`src/rtl/addsub_seq_ctrl_if.sv`:
```
// Handshake and operand/result bundle for the nibble-serial add/subtract controller.
// master = requester/consumer side, slave = the controller.
interface addsub_seq_ctrl_if #(
  parameter int NIBBLES = 4
);
  localparam int W = 4 * NIBBLES;

  logic         in_valid;
  logic         in_ready;
  logic [W-1:0] op_a;
  logic [W-1:0] op_b;
  logic         op_sub;
  logic         out_valid;
  logic         out_ready;
  logic [W-1:0] result;
  logic         cout;
  logic         ovf;

  modport master (
    output in_valid, op_a, op_b, op_sub, out_ready,
    input  in_ready, out_valid, result, cout, ovf
  );

  modport slave (
    input  in_valid, op_a, op_b, op_sub, out_ready,
    output in_ready, out_valid, result, cout, ovf
  );
endinterface

```
`src/rtl/addsub_seq_ctrl.sv`:
```
// Nibble-serial W-bit add/subtract: one 4-bit slice reused LSB first, valid/ready on both sides.
// state  | meaning
// IDLE   | waiting for in_valid, previous result held
// RUN    | one nibble per cycle, index 0..NIBBLES-1
// DONE   | result/cout/ovf presented until out_ready
module addsub_seq_ctrl #(
  parameter int NIBBLES = 4
) (
  input  logic                 clk,
  input  logic                 rst_n,
  addsub_seq_ctrl_if.slave     bus
);
  localparam int W     = 4 * NIBBLES;
  localparam int IDX_W = (NIBBLES > 1) ? $clog2(NIBBLES) : 1;
  localparam logic [IDX_W-1:0] LAST_IDX = IDX_W'(NIBBLES - 1);

  typedef enum logic [1:0] {
    S_IDLE = 2'd0,
    S_RUN  = 2'd1,
    S_DONE = 2'd2
  } state_e;

  state_e           state_q, state_d;
  logic [W-1:0]     a_q, a_d;
  logic [W-1:0]     b_q, b_d;
  logic             sub_q, sub_d;
  logic             carry_q, carry_d;
  logic [IDX_W-1:0] idx_q, idx_d;
  logic [W-1:0]     result_q, result_d;
  logic             cout_q, cout_d;
  logic             ovf_q, ovf_d;

  logic             last_nib;
  logic [3:0]       a_nib;
  logic [3:0]       bx_nib;
  logic [4:0]       slice;

  always_ff @(posedge clk or negedge rst_n) begin
    if (!rst_n) begin
      state_q <= S_IDLE;
    end else begin
      state_q <= state_d;
    end
  end

  always_comb begin
    state_d = S_IDLE;
    case (state_q)
      S_IDLE:  state_d = bus.in_valid ? S_RUN : S_IDLE;
      S_RUN:   state_d = last_nib ? S_DONE : S_RUN;
      S_DONE:  state_d = bus.out_ready ? S_IDLE : S_DONE;
      default: state_d = S_IDLE;
    endcase
  end

  always_comb begin
    bus.in_ready  = (state_q == S_IDLE);
    bus.out_valid = (state_q == S_DONE);
  end

  // The single 4-bit slice; subtraction is A + ~B + 1 with the +1 preloaded into carry.
  always_comb begin
    last_nib = (idx_q == LAST_IDX);
    a_nib    = a_q[int'(idx_q) * 4 +: 4];
    bx_nib   = b_q[int'(idx_q) * 4 +: 4] ^ {4{sub_q}};
    slice    = {1'b0, a_nib} + {1'b0, bx_nib} + {4'd0, carry_q};
  end

  always_comb begin
    a_d      = a_q;
    b_d      = b_q;
    sub_d    = sub_q;
    carry_d  = carry_q;
    idx_d    = idx_q;
    result_d = result_q;
    cout_d   = cout_q;
    ovf_d    = ovf_q;
    case (state_q)
      S_IDLE: begin
        if (bus.in_valid) begin
          a_d     = bus.op_a;
          b_d     = bus.op_b;
          sub_d   = bus.op_sub;
          carry_d = bus.op_sub;
          idx_d   = '0;
        end
      end
      S_RUN: begin
        result_d[int'(idx_q) * 4 +: 4] = slice[3:0];
        carry_d = slice[4];
        idx_d   = last_nib ? '0 : idx_q + 1'b1;
        if (last_nib) begin
          cout_d = slice[4];
          ovf_d  = (a_q[W-1] == (b_q[W-1] ^ sub_q)) && (slice[3] != a_q[W-1]);
        end
      end
      default: ;
    endcase
  end

  always_ff @(posedge clk or negedge rst_n) begin
    if (!rst_n) begin
      a_q      <= '0;
      b_q      <= '0;
      sub_q    <= 1'b0;
      carry_q  <= 1'b0;
      idx_q    <= '0;
      result_q <= '0;
      cout_q   <= 1'b0;
      ovf_q    <= 1'b0;
    end else begin
      a_q      <= a_d;
      b_q      <= b_d;
      sub_q    <= sub_d;
      carry_q  <= carry_d;
      idx_q    <= idx_d;
      result_q <= result_d;
      cout_q   <= cout_d;
      ovf_q    <= ovf_d;
    end
  end

  assign bus.result = result_q;
  assign bus.cout   = cout_q;
  assign bus.ovf    = ovf_q;
endmodule

```
`src/flat_wrapper.sv`:
```
// flat-port wrapper written by rule: the top's interface ports become plain ports
module addsub_seq_ctrl_flat 
#(
  parameter int NIBBLES = 4
)
  (clk, rst_n, bus_in_valid, bus_op_a, bus_op_b, bus_op_sub, bus_out_ready, bus_in_ready, bus_out_valid, bus_result, bus_cout, bus_ovf);
  addsub_seq_ctrl_if #(.NIBBLES(NIBBLES)) bus_i ();
  input  logic clk;
  input  logic rst_n;
  input wire logic [$bits(bus_i.in_valid)-1:0] bus_in_valid;
  input wire logic [$bits(bus_i.op_a)-1:0] bus_op_a;
  input wire logic [$bits(bus_i.op_b)-1:0] bus_op_b;
  input wire logic [$bits(bus_i.op_sub)-1:0] bus_op_sub;
  input wire logic [$bits(bus_i.out_ready)-1:0] bus_out_ready;
  output wire logic [$bits(bus_i.in_ready)-1:0] bus_in_ready;
  output wire logic [$bits(bus_i.out_valid)-1:0] bus_out_valid;
  output wire logic [$bits(bus_i.result)-1:0] bus_result;
  output wire logic [$bits(bus_i.cout)-1:0] bus_cout;
  output wire logic [$bits(bus_i.ovf)-1:0] bus_ovf;
  assign bus_i.in_valid = bus_in_valid;
  assign bus_i.op_a = bus_op_a;
  assign bus_i.op_b = bus_op_b;
  assign bus_i.op_sub = bus_op_sub;
  assign bus_i.out_ready = bus_out_ready;
  assign bus_in_ready = bus_i.in_ready;
  assign bus_out_valid = bus_i.out_valid;
  assign bus_result = bus_i.result;
  assign bus_cout = bus_i.cout;
  assign bus_ovf = bus_i.ovf;
  addsub_seq_ctrl #(.NIBBLES(NIBBLES)) u_core (.clk(clk), .rst_n(rst_n), .bus(bus_i));
endmodule
```
`config.mk`:
```
export PLATFORM = sky130hd
export DESIGN_NAME = addsub_seq_ctrl_flat
export DESIGN_NICKNAME = d
export VERILOG_FILES = /design/src/rtl/addsub_seq_ctrl_if.sv /design/src/rtl/addsub_seq_ctrl.sv /design/src/flat_wrapper.sv
export SDC_FILE = /design/constraint.sdc
export NUM_CORES = 1
export LEC_CHECK = 0
export BUFFER_PORTS_ARGS = -buffer_cell sky130_fd_sc_hd__buf_4
export CORE_MARGIN = 10
export CORE_UTILIZATION = 54
export CTS_CLUSTER_DIAMETER = 100
export CTS_CLUSTER_SIZE = 10
export DETAILED_ROUTE_END_ITERATION = 8
export GPL_ROUTABILITY_DRIVEN = 0
export HOLD_SLACK_MARGIN = 0.08
export PLACE_DENSITY = 0.84
export SETUP_SLACK_MARGIN = 0.3
export SKIP_LAST_GASP = 1
export SYNTH_ARGS = -nofsm -noshare
export SYNTH_HDL_FRONTEND = slang
export SYNTH_SLANG_ARGS = --single-unit
```
`constraint.sdc`:
```
create_clock -name clk -period 3.6 [get_ports clk]
set_clock_uncertainty 0.1 [all_clocks]
set_input_delay 0.36 -clock clk [delete_from_list [all_inputs] [get_ports clk]]
set_output_delay 0.36 -clock clk [all_outputs]
set_load 0.03 [all_outputs]
```
==> run summary <==
Status: completed
Total gr overflow: 0
Final Hold Slack: 139 ps
Detailed router's first-iteration violation count: 136
Mean routed wirelength per cell: 18.0 um
Vias: 1687
Vias in the first global route: 1900
GRT Util Overall: 0.140
Post-synthesis sequential area ratio: 0.531
Final critical-path share of the clock period: 0.800
Area of the core: 4720 um^2
Fraction of registers with async set/reset: 1.00
Post-Layout Cell Count: 311
Pre-CTS setup slack: 707 ps
Placed instance count: 302
Die area: 8090 um^2
Mapped Cells: 186
Setup Fix Bufs, Post-CTS: 0
Commonest cells after routing, fill and taps aside: buf_4 (58), dfrtp_1 (56), mux2_2 (33)
Pwr Density: 1070 nW/um^2
Placed cell area: 3110 um^2
Largest net degree at the start of global routing: 57
CTS Root Buffer Type: clkbuf_8
Req. time, crit path: 3670 ps
Worst hold endpoint: u_core.state_q[1]
Startpoint types: register
Layout area overhead: 21.4%
Arr. time, crit path: 2950 ps
Hold crit path type: primary input to register
Setup ws final: 722 ps
Tightest Pin Transition: 691 ps
CTS Buffer Depth: 2
Syn nets: 234
Multi-input logic area: 1150 um^2
Cell area after layout: 3210 um^2
CTS tree: built
DRC: 0
Sequential cell area: 1400 um^2
Clock sinks: 56
Max Clk Rate: 347 MHz
Total negative setup slack: 0 ps
Reg-to-reg startpoint: u_core.idx_q[0]
RR Endpoint: u_core.carry_q
Initial antenna violation count: 0
Fin. Hold Viols: 0
Synth top area share: 0.531
Hold depth: 2
Die X: 89.9 um
Max IR drop VDD: 0.000508 V
Die height: 89.9 um
Final Util: 0.679
Commonest non-fill, non-tap cell in the layout: buf_4
TritonCTS Buffers: 5
I/O Buffers: 56
RSZ-0062 raised after global routing: false
Leakage power: 1.50 nW
Filler cells: 363
Ys Warns: 0
Layout cells sized above 1: 0.488
Io pins: 57
#FFs+latches synth: 56
Top FF cell, synth: dfrtp_1
Clock-pin slew on the worst setup and hold paths: 100 ps
Setup crit end kind: register
WS Path Type: register to register
H-tree levels: 2
ANT nets after route: 0
Initial Util: 0.559
Clock latency on the worst-skew pair: 310 ps
Yosys cell types: 34
First-pass GRT wire length: 9.60 mm
Total Wirelength: 5.61 mm
Mapped Area: 2640 um^2
Yosys top cell by area: dfrtp_1
Fin nets: 291
Post-layout min period: 2880 ps
Max-Cap Viols: 0
Hold-fix buffers, CTS: 1
Relative slew margins: 0.540
Final setup viols: 0
CTS resizes: 0
Mean Syn Cell Area: 14.2 um^2
Row cnt: 25
Dpl hpwl: 4.26 mm
Post-synth EDFFs: 0
Crit-path max FO: 6
Via/cell ratio: 5.42
Pwr Total: 3.42 mW
Slew Limit Fails: 0
Reg2reg setup slack: 720 ps
Largest cells by area after synthesis: dfrtp_1 (53%), mux2_2 (14%), mux4_2 (6.8%)
R2R depth: 8
ANT cells: 0
Hold_sp: bus_out_ready
Drt pass-1 iters: 4
-- cell type report --
type / count / area share
sequential: 56 / 0.437
multi-input combinational: 113 / 0.360
timing repair buffer: 59 / 0.139
tap: 67 / 0.0262
clock buffer: 5 / 0.0215
inverter: 8 / 0.00937
clock inverter: 3 / 0.00664
-- power by group --
group | internal (mW) | total, mW | switching, mW | leakage (nW)
sequential | 0.906 | 1.13 | 0.227 | 0.694
combinational | 0.895 | 1.95 | 1.05 | 0.762
clock | 0.138 | 0.342 | 0.203 | 0.0445
-- logic make-up after synthesis --
| kind of cell | synth area share |
|---|---|
| buffers and inverters | 0.0341 |
| multiplexers | 0.209 |
| AO/OA/AOI/OAI | 0.0872 |
| AND/OR/NAND/NOR | 0.0616 |
| XOR/XNOR | 0.0199 |
| flip-flops | 0.531 |
| adder cells (fa/ha/maj) | 0.0578 |
-- critical path, cell delays in order (launching register included) --
cell and delay [ps]:
dfrtp_1 530, mux4_2 550, xnor2_1 270, fa_1 250, inv_1 60, fa_1 410
a21o_2 230, a21oi_1 210, o21ai_0 120
-- worst max-delay path by stage --
stage | startpoint | end | slack (ps)
6_report | u_core.idx_q[0] | u_core.carry_q | 720
5_1_grt | u_core.idx_q[0] | u_core.carry_q | 510
3_5_place_dp | u_core.idx_q[0] | u_core.bus.result[14] | 710
3_3_place_gp | u_core.idx_q[0] | u_core.bus.ovf | 790
2_1_floorplan | u_core.idx_q[1] | u_core.bus.ovf | 890
4_1_cts | u_core.idx_q[0] | u_core.carry_q | 690
-- sequential cells by signal (all words and copies together), names as in the netlist --
| name | flops |
|---|---|
| u_core.a_q | 16 |
| u_core.b_q | 16 |
| u_core.carry_q | 1 |
| u_core.state_q | 2 |
| u_core.sub_q | 1 |
| u_core.bus.result | 16 |
| u_core.idx_q | 2 |
| u_core.bus.ovf | 1 |
| u_core.bus.cout | 1 |
-- synthesized netlist by cell type (all sizes together), types with 4 or more instances --
| cell type | number |
|---|---|
| xor2 | 5 |
| a22o | 16 |
| o21ai | 4 |
| ha | 9 |
| inv | 8 |
| mux2 | 33 |
| nand2 | 10 |
| dfrtp | 56 |
| mux4 | 8 |
| nor4 | 4 |
| buf | 8 |
-- per-layer routing --
layer  global-route usage  vias to the layer above  routed length [um]
met5                    0                        -                   0
met4               0.0199                        0                  30
met3               0.0407                        4                 262
met2                0.232                       44                2780
met1                0.180                      852                2530
li1                     -                      787                   -
(Power assumes the default switching activity.)
